## config.mk

```make
export PLATFORM = sky130hd
export DESIGN_NAME = medicine_uart_rx
export DESIGN_NICKNAME = d
export VERILOG_FILES = /design/src/rtl/medicine_uart_rx.sv
export SDC_FILE = /design/constraint.sdc
export NUM_CORES = 1
export LEC_CHECK = 0
export ABC_AREA = 1
export CORE_MARGIN = 2
export CORE_UTILIZATION = 64
export DETAILED_ROUTE_END_ITERATION = 10
export GPL_ROUTABILITY_DRIVEN = 0
export PLACE_DENSITY = 0.85
export SYNTH_ARGS = -nofsm -noshare
export SYNTH_HDL_FRONTEND = slang
export SYNTH_SLANG_ARGS = --single-unit
```

## constraint.sdc

```tcl
create_clock -name clk -period 6.4 [get_ports clk]
set_clock_uncertainty 0.05 [all_clocks]
set_input_delay 0.96 -clock clk [delete_from_list [all_inputs] [get_ports clk]]
set_output_delay 0.96 -clock clk [all_outputs]
set_load 0.02 [all_outputs]
```

## src/rtl/medicine_uart_rx.sv

```systemverilog
// 8N1 serial receiver for the medicine controller link: 16x oversampled bit
// recovery feeding a 4-entry first-word-fall-through FIFO.
module medicine_uart_rx #(
    parameter int DIV = 27
) (
    input  logic       clk,
    input  logic       n_rst,
    input  logic       rxd,
    input  logic       rd_en,
    output logic [7:0] rd_data,
    output logic       rd_valid,
    output logic       frame_err,
    output logic       overflow,
    output logic       busy
);

    localparam logic [11:0] TICK_MAX = 12'(DIV - 1);

    typedef enum logic [1:0] {
        IDLE  = 2'd0,
        START = 2'd1,
        DATA  = 2'd2,
        STOP  = 2'd3
    } state_t;

    state_t      state;
    state_t      state_nxt;

    logic        rxd_p0;
    logic        rxd_p1;
    logic        rxs;

    logic [11:0] tick_cnt;
    logic        tick;
    logic [3:0]  os_cnt;
    logic [2:0]  bit_cnt;
    logic [7:0]  shift_reg;

    logic        push;
    logic        ferr_set;

    logic [7:0]  mem [4];
    logic [1:0]  wr_ptr;
    logic [1:0]  rd_ptr;
    logic [2:0]  count;
    logic        full;
    logic        pop;
    logic        drop;
    logic        wr_en;

    // synchronizer stage boundary: rxd is asynchronous to clk
    always_ff @(posedge clk) begin
        if (n_rst) begin
            rxd_p0 <= 1'b1;
            rxd_p1 <= 1'b1;
        end else begin
            rxd_p0 <= rxd;
            rxd_p1 <= rxd_p0;
        end
    end

    assign rxs  = rxd_p1;
    assign tick = (state != IDLE) && (tick_cnt == TICK_MAX);
    assign busy = (state != IDLE);

    always_ff @(posedge clk) begin
        if (n_rst) begin
            state <= IDLE;
        end else begin
            state <= state_nxt;
        end
    end

    always_comb begin
        state_nxt = state;
        push      = 1'b0;
        ferr_set  = 1'b0;
        case (state)
            IDLE: begin
                if (!rxs) begin
                    state_nxt = START;
                end
            end
            START: begin
                if (tick && os_cnt == 4'd7) begin
                    state_nxt = rxs ? IDLE : DATA;
                end
            end
            DATA: begin
                if (tick && os_cnt == 4'd15 && bit_cnt == 3'd7) begin
                    state_nxt = STOP;
                end
            end
            STOP: begin
                if (tick && os_cnt == 4'd15) begin
                    state_nxt = IDLE;
                    push      = rxs;
                    ferr_set  = !rxs;
                end
            end
            default: begin
                state_nxt = IDLE;
            end
        endcase
    end

    // Oversample counter restarts at the start-bit midpoint so every later
    // sample lands 16 ticks later, i.e. in the middle of each bit cell.
    always_ff @(posedge clk) begin
        if (n_rst) begin
            tick_cnt <= '0;
            os_cnt   <= '0;
            bit_cnt  <= '0;
        end else if (state == IDLE) begin
            tick_cnt <= '0;
            os_cnt   <= '0;
            bit_cnt  <= '0;
        end else begin
            tick_cnt <= tick ? 12'd0 : tick_cnt + 12'd1;
            if (tick) begin
                if (state == START && os_cnt == 4'd7) begin
                    os_cnt <= '0;
                end else begin
                    os_cnt <= os_cnt + 4'd1;
                end
                if (state == DATA && os_cnt == 4'd15) begin
                    bit_cnt <= bit_cnt + 3'd1;
                end
            end
        end
    end

    always_ff @(posedge clk) begin
        if (state == DATA && tick && os_cnt == 4'd15) begin
            shift_reg <= {rxs, shift_reg[7:1]};
        end
    end

    always_ff @(posedge clk) begin
        if (n_rst) begin
            frame_err <= 1'b0;
        end else begin
            frame_err <= ferr_set;
        end
    end

    // FIFO stage boundary: a pop frees the head slot in the same cycle, so a
    // push into a full FIFO alongside a pop is accepted.
    assign rd_valid = (count != 3'd0);
    assign full     = (count == 3'd4);
    assign pop      = rd_en && rd_valid;
    assign drop     = push && full && !pop;
    assign wr_en    = push && !drop;
    assign rd_data  = mem[rd_ptr];

    always_ff @(posedge clk) begin
        if (n_rst) begin
            wr_ptr   <= '0;
            rd_ptr   <= '0;
            count    <= '0;
            overflow <= 1'b0;
            for (int i = 0; i < 4; i++) begin
                mem[i] <= '0;
            end
        end else begin
            if (wr_en) begin
                mem[wr_ptr] <= shift_reg;
                wr_ptr      <= wr_ptr + 2'd1;
            end
            if (pop) begin
                rd_ptr <= rd_ptr + 2'd1;
            end
            case ({wr_en, pop})
                2'b10:   count <= count + 3'd1;
                2'b01:   count <= count - 3'd1;
                default: count <= count;
            endcase
            if (drop) begin
                overflow <= 1'b1;
            end
        end
    end

endmodule

```

==> PnR_summary.wiki, run 1 <==
{| class="wikitable"
! Metric !! Value
|-
| Outcome || completed
|-
| Hold Fails Final Rpt || 0
|-
| Synth Warn # || 0
|-
| Relative area change from synthesis to final layout || 11.69%
|-
| Top-level I/O count || 16
|-
| Clock Sink Count || 74
|-
| Setup slack of the most critical reg-to-reg path || 3.30 ns
|-
| Net Sw Power || 0.3140 mW
|-
| Post-layout util || 0.7566
|-
| CTS H-Tree Depth || 3
|-
| Slowest Stage Delay on Critical Path || 0.66 ns
|-
| Number of antenna violations at the first check in global routing || 0
|-
| Net Count, Synth || 365
|-
| Clock power share || 0.297
|-
| Class of the most critical hold timing path || flip-flop to flip-flop
|-
| Vias per Instance || 5.549
|-
| Share of cells above drive strength 1 || 0.08136
|-
| Number of distinct library cells after synthesis || 34
|-
| Most frequent cells in the layout || sky130_fd_sc_hd__nor2_1, sky130_fd_sc_hd__inv_1, sky130_fd_sc_hd__nand2_1, sky130_fd_sc_hd__edfxtp_1, sky130_fd_sc_hd__dfxtp_1
|-
| Gates resized, CTS repair || 0
|-
| Largest family of logic cells by synthesized area || simple AND/OR/NAND/NOR gates
|-
| Initial DRT Pass Iterations || 5
|-
| Wire per inst || 13.74 µm
|-
| Seq/Total Area, Yosys || 0.5767
|-
| Final critical-path required period || 3.277 ns
|-
| Via count of the first global-routing pass || 2350
|-
| Path type of the worst setup path || flip-flop to output port
|-
| Worst setup SP type || flip-flop
|-
| Largest fanout on the critical path || 17
|-
| Final-stage net count || 386
|-
| Vert. Die Dim || 75.41 µm
|-
| Die Wd || 75.41 µm
|-
| # Max-Cap Violations || 0
|-
| Type of element capturing the critical path || output port
|-
| Adder and majority cell fraction of the synthesized area || 0.02531
|-
| Clock tree from TritonCTS || built
|-
| Switching share of power || 0.2886
|-
| Total power density per cell area || 298.5 mW/mm²
|-
| Most used flip-flop cell after synthesis || sky130_fd_sc_hd__edfxtp_1
|-
| Number of port buffers || 15
|-
| Placement Rows || 25
|-
| CTS Buffer Depth || 2
|-
| Sequential group share of total power || 0.499
|-
| Leak Pwr || 1.407 nW
|-
| Cell chain of the critical path || inv_1, o21ai_0, o22ai_1, clkdlybuf4s50_1
|-
| Mean cell area of the mapped netlist || 9.192 µm²
|-
| Most common cell after layout, fill and taps aside || sky130_fd_sc_hd__nor2_1
|-
| Setup bufs post-CTS || 0
|-
| Number of buffers added by the clock tree synthesis step || 9
|-
| Hold Path Origin || rxd_p0
|-
| Remaining global-route overflow || 0
|-
| Post-synthesis share of cell area spent on xor and xnor gates || 0.01074
|-
| Setup repair after global routing missed its margin || no
|-
| Number of setup violations in the final report || 0
|-
| Mapped Cells || 355
|-
| Number of inserted diodes || 0
|-
| Flip-flop and latch count after synthesis || 74
|-
| Syn Std Cell Area || 0.003263 mm²
|-
| TNS Setup || 0 ns
|-
| FFs w/ async S/R, synth || 0
|-
| Clock network latency to the later pin of the worst-skew pair || 0.34 ns
|-
| Area post-placement || 0.003470 mm²
|-
| Required time of the worst setup path || 5.39 ns
|-
| Clock transition at the register clock pins on the worst setup and hold paths after CTS || 0.08 ns
|-
| Share of total power in combinational logic || 0.204
|-
| Period utilization || 0.5120
|-
| RR Startpoint || tick_cnt[0]
|-
| Total non-filler cell area in the finished layout || 0.003645 mm²
|-
| Final Max Tran Viols || 0
|-
| Measured slew at the worst slew-check pin || 1.205 ns
|-
| Number of design-rule violations left by the first detailed-router iteration || 238
|-
| Worst relative slew slack || 0.1897
|-
| Fraction of synthesized area in multiplexers || 0
|-
| DIE AREA || 0.005686 mm²
|-
| First-pass GRT wire length || 10120 µm
|-
| Area inside the core boundary || 0.004817 mm²
|-
| Cell-internal power || 0.7740 mW
|-
| Final Instance Count excl. Fillers || 448
|-
| Number of enable flip-flop cells after synthesis || 40
|-
| Max VDD drop || 237.7 µV
|-
| Pin count of the biggest net entering global routing || 19
|-
| Max FFs per register || 32
|-
| Standard cell with the maximum stage delay on the critical path || sky130_fd_sc_hd__dfxtp_1
|-
| Complex-gate fraction of the synthesized area || 0.07745
|-
| Vias || 2486
|-
| Highest clock rate || 305.2 MHz
|-
| Starting density of the core || 0.6774
|-
| Post-synthesis share of cell area spent on and, or, nand and nor gates || 0.2450
|-
| Total of hold buffers inserted after clock tree synthesis || 0
|-
| Routed wire length || 6156 µm
|-
| Worst Path Arrival || 2.27 ns
|-
| Global-route usage over all layers || 0.2450
|-
| CTS Root Cell || sky130_fd_sc_hd__clkbuf_8
|-
| Number of instances in the placed design || 432
|-
| HPWL reported at the end of detailed placement || 4384 µm
|-
| DR DRC count || 0
|-
| Number of routed nets with antenna violations || 0
|}
-- stage by stage --
stage,hold WS [ns],worst slack (ns),power (mW)
6_report,0.3600,3.123,1.088
5_1_grt,0.3880,2.972,1.133
4_1_cts,0.3609,3.121,1.088
3_5_place_dp,0.3453,3.179,0.7754
3_3_place_gp,0.3425,3.290,0.7698
2_1_floorplan,0.3395,3.896,0.6939
-- power groups by stage --
stage | clock network [mW] | registers, mW | logic, mW
2_1_floorplan | 0 | 0.543 | 0.151
3_3_place_gp | 0 | 0.552 | 0.218
3_5_place_dp | 0 | 0.553 | 0.223
4_1_cts | 0.321 | 0.542 | 0.224
5_1_grt | 0.341 | 0.545 | 0.247
6_report | 0.323 | 0.542 | 0.222
-- critical path: cells and delay by family (launching register included) --
family                 cells  cell delay, ns
DFF                        1            0.66
AOI/OAI and AO/OA          2            0.36
buffers and inverters      2            0.89
-- logic make-up after synthesis --
group,after synthesis
flip-flops,74
buffers and inverters,54
AO/OA/AOI/OAI,44
AND/OR/NAND/NOR,173
adder cells (fa/ha/maj),6
XOR/XNOR,4
-- metal layers --
layer | share of wire | vias to the layer above | global-route usage
li1 | - | 1228 | -
met1 | 0.42 | 1162 | 0.2831
met2 | 0.50 | 82 | 0.4251
met3 | 0.050 | 14 | 0.05820
met4 | 0.024 | 0 | 0.1248
met5 | 0 | - | 0
-- synth_stat cells (2+ instances only) --
cell type                  count  area share
sky130_fd_sc_hd__ha_1          5       0.019
sky130_fd_sc_hd__inv_1        47       0.054
sky130_fd_sc_hd__nor3_1       15       0.023
sky130_fd_sc_hd__nor2_2        3      0.0058
sky130_fd_sc_hd__nor3_2        3      0.0092
sky130_fd_sc_hd__xor2_1        3      0.0081
sky130_fd_sc_hd__nand2_1      43       0.049
sky130_fd_sc_hd__a21oi_1       7       0.011
sky130_fd_sc_hd__o21a_1        2      0.0046
sky130_fd_sc_hd__or2_2         4      0.0077
sky130_fd_sc_hd__clkbuf_1      3      0.0035
sky130_fd_sc_hd__a211oi_1      2      0.0046
sky130_fd_sc_hd__nand4_2       2      0.0077
sky130_fd_sc_hd__edfxtp_1     40        0.37
sky130_fd_sc_hd__o22ai_1       9       0.017
sky130_fd_sc_hd__nor2_1       76       0.087
sky130_fd_sc_hd__nand4_1       5      0.0096
sky130_fd_sc_hd__nor3_4        2       0.010
sky130_fd_sc_hd__o21ai_0      20       0.031
sky130_fd_sc_hd__nand3_2       2      0.0061
sky130_fd_sc_hd__o31ai_1       2      0.0046
sky130_fd_sc_hd__nand3_1      15       0.023
sky130_fd_sc_hd__dfxtp_1      34        0.21
-- final cells by class --
| type | instances | area, µm² |
|---|---|---|
| sequential | 74 | 1882 |
| fill | 332 | 1172 |
| multi-input combinational | 227 | 1170 |
| inverter | 49 | 183.9 |
| clock buffer | 14 | 162.7 |
| timing repair buffer | 15 | 150.1 |
| tap | 67 | 83.83 |
| clock inverter | 2 | 12.51 |
-- final timing paths --
path	end	cells after the start
worst max-delay path	rd_data[0]	4
worst min-delay path	rxd_p1	1
worst min register to register	rxd_p1	1
worst max register to register	mem[1][1]	12
No activity file was read; power rests on OpenSTA's default activity.
==> inputs of run 2 (changes only) <==
--- a/config.mk
+++ b/config.mk
@@ -7,10 +7,10 @@
 export LEC_CHECK = 0
 export ABC_AREA = 1
 export CORE_MARGIN = 2
-export CORE_UTILIZATION = 64
+export CORE_UTILIZATION = 59
 export DETAILED_ROUTE_END_ITERATION = 10
 export GPL_ROUTABILITY_DRIVEN = 0
-export PLACE_DENSITY = 0.85
+export PLACE_DENSITY = 0.79
 export SYNTH_ARGS = -nofsm -noshare
 export SYNTH_HDL_FRONTEND = slang
 export SYNTH_SLANG_ARGS = --single-unit
==> constraint.sdc (replaced) <==
create_clock -name clk -period 3.2 [get_ports clk]
set_clock_uncertainty 0.05 [all_clocks]
set_input_delay 0.48 -clock clk [delete_from_list [all_inputs] [get_ports clk]]
set_output_delay 0.48 -clock clk [all_outputs]
set_load 0.02 [all_outputs]
==> run 2 against run 1 <==
Clock power up 90%. Sequential share of layout area fell by 0.46 points. Worst hold slack better by 0.0041 ns. Worst setup slack got worse by 2.4 ns. Clock-buffer cell count shrank 2. Combinational power increased by 110%. Final cell count increased by 2.2%. Critical path depth did not move. Total power grew 98%. Core utilization is 8.1 points lower. Global-route usage fell by 2.3 points. Critical endpoint is now rd_data[7].
==> PnR_summary.wiki, run 2 (synthesis gave the netlist of run 1 again) <==
{| class="wikitable"
! Metric !! Value
|-
| Number of buffers added by the clock tree synthesis step || 9
|-
| CTS Root Cell || sky130_fd_sc_hd__clkbuf_8
|-
| Worst setup margin || 0.6864 ns
|-
| Clock power share || 0.284
|-
| Number of routed nets with antenna violations || 0
|-
| Routed wire length || 6082 µm
|-
| Total power density per cell area || 586.6 mW/mm²
|-
| Required time of the worst setup path || 2.67 ns
|-
| Relative area change from synthesis to final layout || 12.69%
|-
| Highest clock rate || 397.8 MHz
|-
| Number of setup violations in the final report || 0
|-
| TNS Setup || 0 ns
|-
| Measured slew at the worst slew-check pin || 0.7743 ns
|-
| Global-route usage over all layers || 0.2215
|-
| Leak Pwr || 1.433 nW
|-
| Worst setup SP type || flip-flop
|-
| Largest fanout on the critical path || 16
|-
| Clock network latency to the later pin of the worst-skew pair || 0.34 ns
|-
| Hold_ws || 0.3641 ns
|-
| Final Max Tran Viols || 0
|-
| Class of the most critical hold timing path || flip-flop to flip-flop
|-
| Vert. Die Dim || 78.37 µm
|-
| Path type of the worst setup path || flip-flop to output port
|-
| Max FFs per register || 32
|-
| Worst Path Arrival || 1.98 ns
|-
| Share of cells above drive strength 1 || 0.09326
|-
| Top-level I/O count || 16
|-
| Type of element capturing the critical path || output port
|-
| Clock transition at the register clock pins on the worst setup and hold paths after CTS || 0.07 ns
|-
| Starting density of the core || 0.6000
|-
| Gates resized, CTS repair || 0
|-
| Number of port buffers || 15
|-
| Number of design-rule violations left by the first detailed-router iteration || 213
|-
| # Max-Cap Violations || 0
|-
| Setup repair after global routing missed its margin || no
|-
| Net Sw Power || 0.6241 mW
|-
| Area post-placement || 0.003513 mm²
|-
| Setup bufs post-CTS || 0
|-
| Worst setup slack after placement || 0.7134 ns
|-
| Placement Rows || 27
|-
| CTS H-Tree Depth || 3
|-
| Number of inserted diodes || 0
|-
| Share of total power in combinational logic || 0.219
|-
| Most common cell after layout, fill and taps aside || sky130_fd_sc_hd__nor2_1
|-
| DIE AREA || 0.006142 mm²
|-
| HPWL reported at the end of detailed placement || 4574 µm
|-
| Pin count of the biggest net entering global routing || 17
|-
| First-pass GRT wire length || 10270 µm
|-
| Initial DRT Pass Iterations || 4
|-
| Total non-filler cell area in the finished layout || 0.003677 mm²
|-
| Post-layout util || 0.6761
|-
| Switching share of power || 0.2893
|-
| Wire per inst || 13.28 µm
|-
| Number of instances in the placed design || 442
|-
| Clock Sink Count || 74
|-
| Vias per Instance || 5.262
|-
| Period utilization || 0.7855
|-
| Area inside the core boundary || 0.005439 mm²
|-
| Hold Fails Final Rpt || 0
|-
| Cell-internal power || 1.533 mW
|-
| Max VDD drop || 372.3 µV
|-
| Remaining global-route overflow || 0
|-
| Number of antenna violations at the first check in global routing || 0
|-
| Via count of the first global-routing pass || 2329
|-
| Die Wd || 78.37 µm
|-
| Worst relative slew slack || 0.4819
|-
| Vias || 2410
|-
| CTS Buffer Depth || 2
|-
| Final Instance Count excl. Fillers || 458
|-
| Clock tree from TritonCTS || built
|-
| Sequential group share of total power || 0.497
|-
| Outcome || completed
|-
| Total of hold buffers inserted after clock tree synthesis || 0
|-
| Final-stage net count || 391
|-
| Final critical-path required period || 2.514 ns
|-
| Most frequent cells in the layout || sky130_fd_sc_hd__nor2_1, sky130_fd_sc_hd__inv_1, sky130_fd_sc_hd__nand2_1, sky130_fd_sc_hd__edfxtp_1, sky130_fd_sc_hd__dfxtp_1
|-
| PnR Total Power || 2.157 mW
|-
| DR DRC count || 0
|}
run 2: area by class of cell:
class                   instances  area (µm²)
clock inverters                 4       18.77
flip-flops and latches         74        1882
inverters                      49       183.9
multi-input cells             227        1170
fillers                       412        1762
clock buffers                  12       145.1
repair buffers                 20       187.7
well taps                      72       90.09
run 2: worst max-delay path, cell delays in order, from the launching register on:
cell                              delay, ns
sky130_fd_sc_hd__dfxtp_1               0.36
sky130_fd_sc_hd__inv_1                 0.32
sky130_fd_sc_hd__o21ai_0               0.19
sky130_fd_sc_hd__o22ai_1               0.14
sky130_fd_sc_hd__clkdlybuf4s50_1       0.63
run 2: path summary, 6_finish.rpt:
path,startpoint,endpoint,slack [ns],depth (start not counted)
setup reg to reg,tick_cnt[0],mem[0][4],0.72,10
hold / removal,rxd_p0,rxd_p1,0.36,1
setup / recovery,flip-flop,rd_data[7],0.69,4
hold reg to reg,rxd_p0,rxd_p1,0.36,1
run 2: power groups by stage:
stage / clock, mW / combinational (mW) / sequential, mW
floorplan: 0 / 0.302 / 1.09
detailed placement: 0 / 0.474 / 1.09
global route: 0.666 / 0.526 / 1.08
global placement: 0 / 0.461 / 1.09
CTS: 0.625 / 0.475 / 1.07
finish: 0.613 / 0.471 / 1.07
run 2: routing by layer:
layer | wire length (µm) | up-vias | global-route usage | part of all wire
met5 | 0 | - | 0 | 0
met3 | 233 | 10 | 0.06552 | 0.038
met2 | 3126 | 53 | 0.3905 | 0.51
met4 | 131 | 0 | 0.09123 | 0.022
met1 | 2590 | 1111 | 0.2512 | 0.43
li1 | - | 1236 | - | -
==> inputs of run 3 (changes only) <==
--- a/config.mk
+++ b/config.mk
@@ -7,10 +7,10 @@
 export LEC_CHECK = 0
 export ABC_AREA = 1
 export CORE_MARGIN = 2
-export CORE_UTILIZATION = 59
+export CORE_UTILIZATION = 53
 export DETAILED_ROUTE_END_ITERATION = 10
 export GPL_ROUTABILITY_DRIVEN = 0
-export PLACE_DENSITY = 0.79
+export PLACE_DENSITY = 0.75
 export SYNTH_ARGS = -nofsm -noshare
 export SYNTH_HDL_FRONTEND = slang
 export SYNTH_SLANG_ARGS = --single-unit
==> constraint.sdc (replaced) <==
create_clock -name clk -period 2.25 [get_ports clk]
set_clock_uncertainty 0.05 [all_clocks]
set_input_delay 0.3375 -clock clk [delete_from_list [all_inputs] [get_ports clk]]
set_output_delay 0.3375 -clock clk [all_outputs]
set_load 0.02 [all_outputs]
==> run 3 against run 2 <==
Final area rose by 6.9%. Clock-buffer cell count decreased by 1. Worst hold slack better by 0.019 ns. Wire length rose by 10%. Flip-flop and latch count is the same. Die area grew 11%. Combinational power grew 42%. Sequential share of layout area fell by 3.2 points. Core utilization down 1.2 points. Total power up 54%. Worst setup slack lost 0.60 ns. Largest power group unchanged.
==> PnR_summary.wiki, run 3 (synthesis gave the netlist of run 1 again) <==
{| class="wikitable"
! Metric !! Value
|-
| Highest clock rate || 461.7 MHz
|-
| Switching share of power || 0.2839
|-
| Wire per inst || 14.00 µm
|-
| Via count of the first global-routing pass || 2420
|-
| HPWL reported at the end of detailed placement || 4617 µm
|-
| Worst setup SP type || flip-flop
|-
| Cell chain of the critical path || ha_4, nand2_2, inv_2, nand2_2, nor2_2, nand3_2, nor2_4, nand3_4, nor2_4, inv_2, o31ai_2, buf_4
|-
| Type of element capturing the critical path || flip-flop
|-
| CTS H-Tree Depth || 3
|-
| Relative area change from synthesis to final layout || 20.44%
|-
| Number of buffers added by the clock tree synthesis step || 9
|-
| Area post-placement || 0.003625 mm²
|-
| Total non-filler cell area in the finished layout || 0.003930 mm²
|-
| Measured slew at the worst slew-check pin || 0.3575 ns
|-
| Final Max Tran Viols || 0
|-
| Vias || 2530
|-
| Clock transition at the register clock pins on the worst setup and hold paths after CTS || 0.08 ns
|-
| Final-stage net count || 408
|-
| Number of routed nets with antenna violations || 0
|-
| Max FFs per register || 32
|-
| Standard cell with the maximum stage delay on the critical path || sky130_fd_sc_hd__dfxtp_4
|-
| Clock network latency to the later pin of the worst-skew pair || 0.35 ns
|-
| Slowest Stage Delay on Critical Path || 0.38 ns
|-
| DR DRC count || 0
|-
| Initial DRT Pass Iterations || 4
|-
| Sequential group share of total power || 0.458
|-
| Class of the most critical hold timing path || flip-flop to flip-flop
|-
| Required time of the worst setup path || 2.26 ns
|-
| PnR Total Power || 3.333 mW
|-
| Termination of the worst setup path || mem[3][0]
|-
| Worst Path Arrival || 2.17 ns
|-
| Clock power share || 0.341
|-
| RR Startpoint || tick_cnt[1]
|-
| Starting density of the core || 0.5511
|-
| Number of antenna violations at the first check in global routing || 0
|-
| Net Sw Power || 0.9461 mW
|-
| Cell depth of the worst flop-to-flop path || 12
|-
| Total power density per cell area || 848.1 mW/mm²
|-
| Max VDD drop || 572.4 µV
|-
| Vert. Die Dim || 82.47 µm
|-
| Routed wire length || 6691 µm
|-
| Post-layout util || 0.6638
|-
| Cell-internal power || 2.387 mW
|-
| DIE AREA || 0.006800 mm²
|-
| Hold Fails Final Rpt || 0
|-
| Clock Sink Count || 74
|-
| Largest fanout on the critical path || 8
|-
| Start point of the critical path || tick_cnt[1]
|-
| Setup slack of the most critical reg-to-reg path || 0.08 ns
|-
| Number of port buffers || 15
|-
| # Max-Cap Violations || 0
|-
| Number of design-rule violations left by the first detailed-router iteration || 106
|-
| Multi-input logic area || 0.001237 mm²
|-
| Placement Rows || 28
|-
| Most common cell after layout, fill and taps aside || sky130_fd_sc_hd__nor2_1
|-
| CTS Root Cell || sky130_fd_sc_hd__clkbuf_8
|-
| Worst setup margin || 0.08418 ns
|-
| Worst setup slack after placement || 0.008120 ns
|-
| Final critical-path required period || 2.166 ns
|-
| Area inside the core boundary || 0.005921 mm²
|-
| Period utilization || 0.9626
|-
| Worst relative slew slack || 0.7611
|-
| Die Wd || 82.47 µm
|-
| Number of inserted diodes || 0
|-
| Leak Pwr || 1.556 nW
|-
| Global-route usage over all layers || 0.2121
|-
| Sequential cell area || 0.001887 mm²
|-
| Number of setup violations in the final report || 0
|-
| Pin count of the biggest net entering global routing || 17
|-
| Filler Cell Count || 471
|-
| Share of cells above drive strength 1 || 0.1787
|-
| Most frequent cells in the layout || sky130_fd_sc_hd__nor2_1, sky130_fd_sc_hd__inv_1, sky130_fd_sc_hd__edfxtp_1, sky130_fd_sc_hd__nand2_1, sky130_fd_sc_hd__dfxtp_1
|-
| First-pass GRT wire length || 10460 µm
|-
| CTS Buffer Depth || 2
|-
| Remaining global-route overflow || 0
|-
| Path type of the worst setup path || flip-flop to flip-flop
|-
| Total of hold buffers inserted after clock tree synthesis || 0
|-
| Vias per Instance || 5.293
|-
| Worst reg2reg endpoint || mem[3][0]
|-
| Share of total power in combinational logic || 0.201
|-
| Top-level I/O count || 16
|-
| Outcome || completed
|-
| Clock tree from TritonCTS || built
|}
run 3: cell count changes in the layout (fill, tap and decap cells not counted), moves of 3 or more:
cell / before / now
sky130_fd_sc_hd__nor2_1: 76 / 73
sky130_fd_sc_hd__nand2_2: 1 / 5
sky130_fd_sc_hd__nand2_1: 43 / 39
sky130_fd_sc_hd__clkdlybuf4s50_1: 15 / 7
sky130_fd_sc_hd__inv_2: 1 / 4
sky130_fd_sc_hd__buf_4: 5 / 22
sky130_fd_sc_hd__inv_1: 47 / 44
sky130_fd_sc_hd__dlygate4sd2_1: 0 / 7
run 3: layer usage:
layer	vias to the layer above	GRT usage	wire length (µm)
met5	-	0	0
met4	0	0.1133	139
met3	15	0.03913	248
met2	50	0.3903	3554
met1	1200	0.2284	2749
li1	1265	-	-
run 3: repair_timing:
| action | 4_1_cts | 5_1_grt |
|---|---|---|
| pin swaps | 0 | 5 |
| gates resized for setup | 9 | 19 |
| hold endpoints to repair | 0 | 0 |
| buffers inserted | 0 | 4 |
| setup endpoints to repair | 24 | 37 |
run 3: worst max-delay path: cells and delay by family (launching register included):
family                   cells  cell delay, ns
adder cells (fa/ha/maj)      1            0.14
buffers and inverters        3            0.32
AND/OR/NAND/NOR              7            0.78
flip-flops                   1            0.38
AO/OA/AOI/OAI                1            0.20
run 3: worst min path at each step:
| stage | from | to | slack, ns | cells past startpoint |
|---|---|---|---|---|
| floorplan | rxd_p0 | rxd_p1 | 0.34 | 1 |
| global placement | rxd_p0 | rxd_p1 | 0.34 | 1 |
| detailed placement | rxd_p0 | rxd_p1 | 0.36 | 1 |
| CTS | rxd_p0 | rxd_p1 | 0.38 | 1 |
| global route | rxd_p0 | rxd_p1 | 0.40 | 1 |
| finish | rxd_p0 | rxd_p1 | 0.38 | 1 |
run 3: per-stage QoR:
stage,std cells,hold WS [ns],TNS (ns)
finish,478,0.3831,0
global route,478,0.3956,-1.182
CTS,474,0.3770,0
detailed placement,458,0.3585,0
global placement,458,0.3423,0
floorplan,355,0.3395,-0.3821
run 3: power groups by stage:
stage / clock [mW] / sequential, mW / combinational, mW
after floorplan: 0 / 1.54 / 0.431
after global placement: 0 / 1.55 / 0.683
after detailed placement: 0 / 1.56 / 0.696
after CTS: 1.15 / 1.53 / 0.664
after global routing: 1.19 / 1.53 / 0.758
final: 1.14 / 1.53 / 0.670
run 3: layout make-up:
cell class,instances,share of cell area
inverter,49,0.04680
multi-input combinational,227,0.3149
clock buffer,11,0.03598
sequential,74,0.4801
tap,75,0.02388
timing repair buffer,37,0.07864
clock inverter,5,0.01974
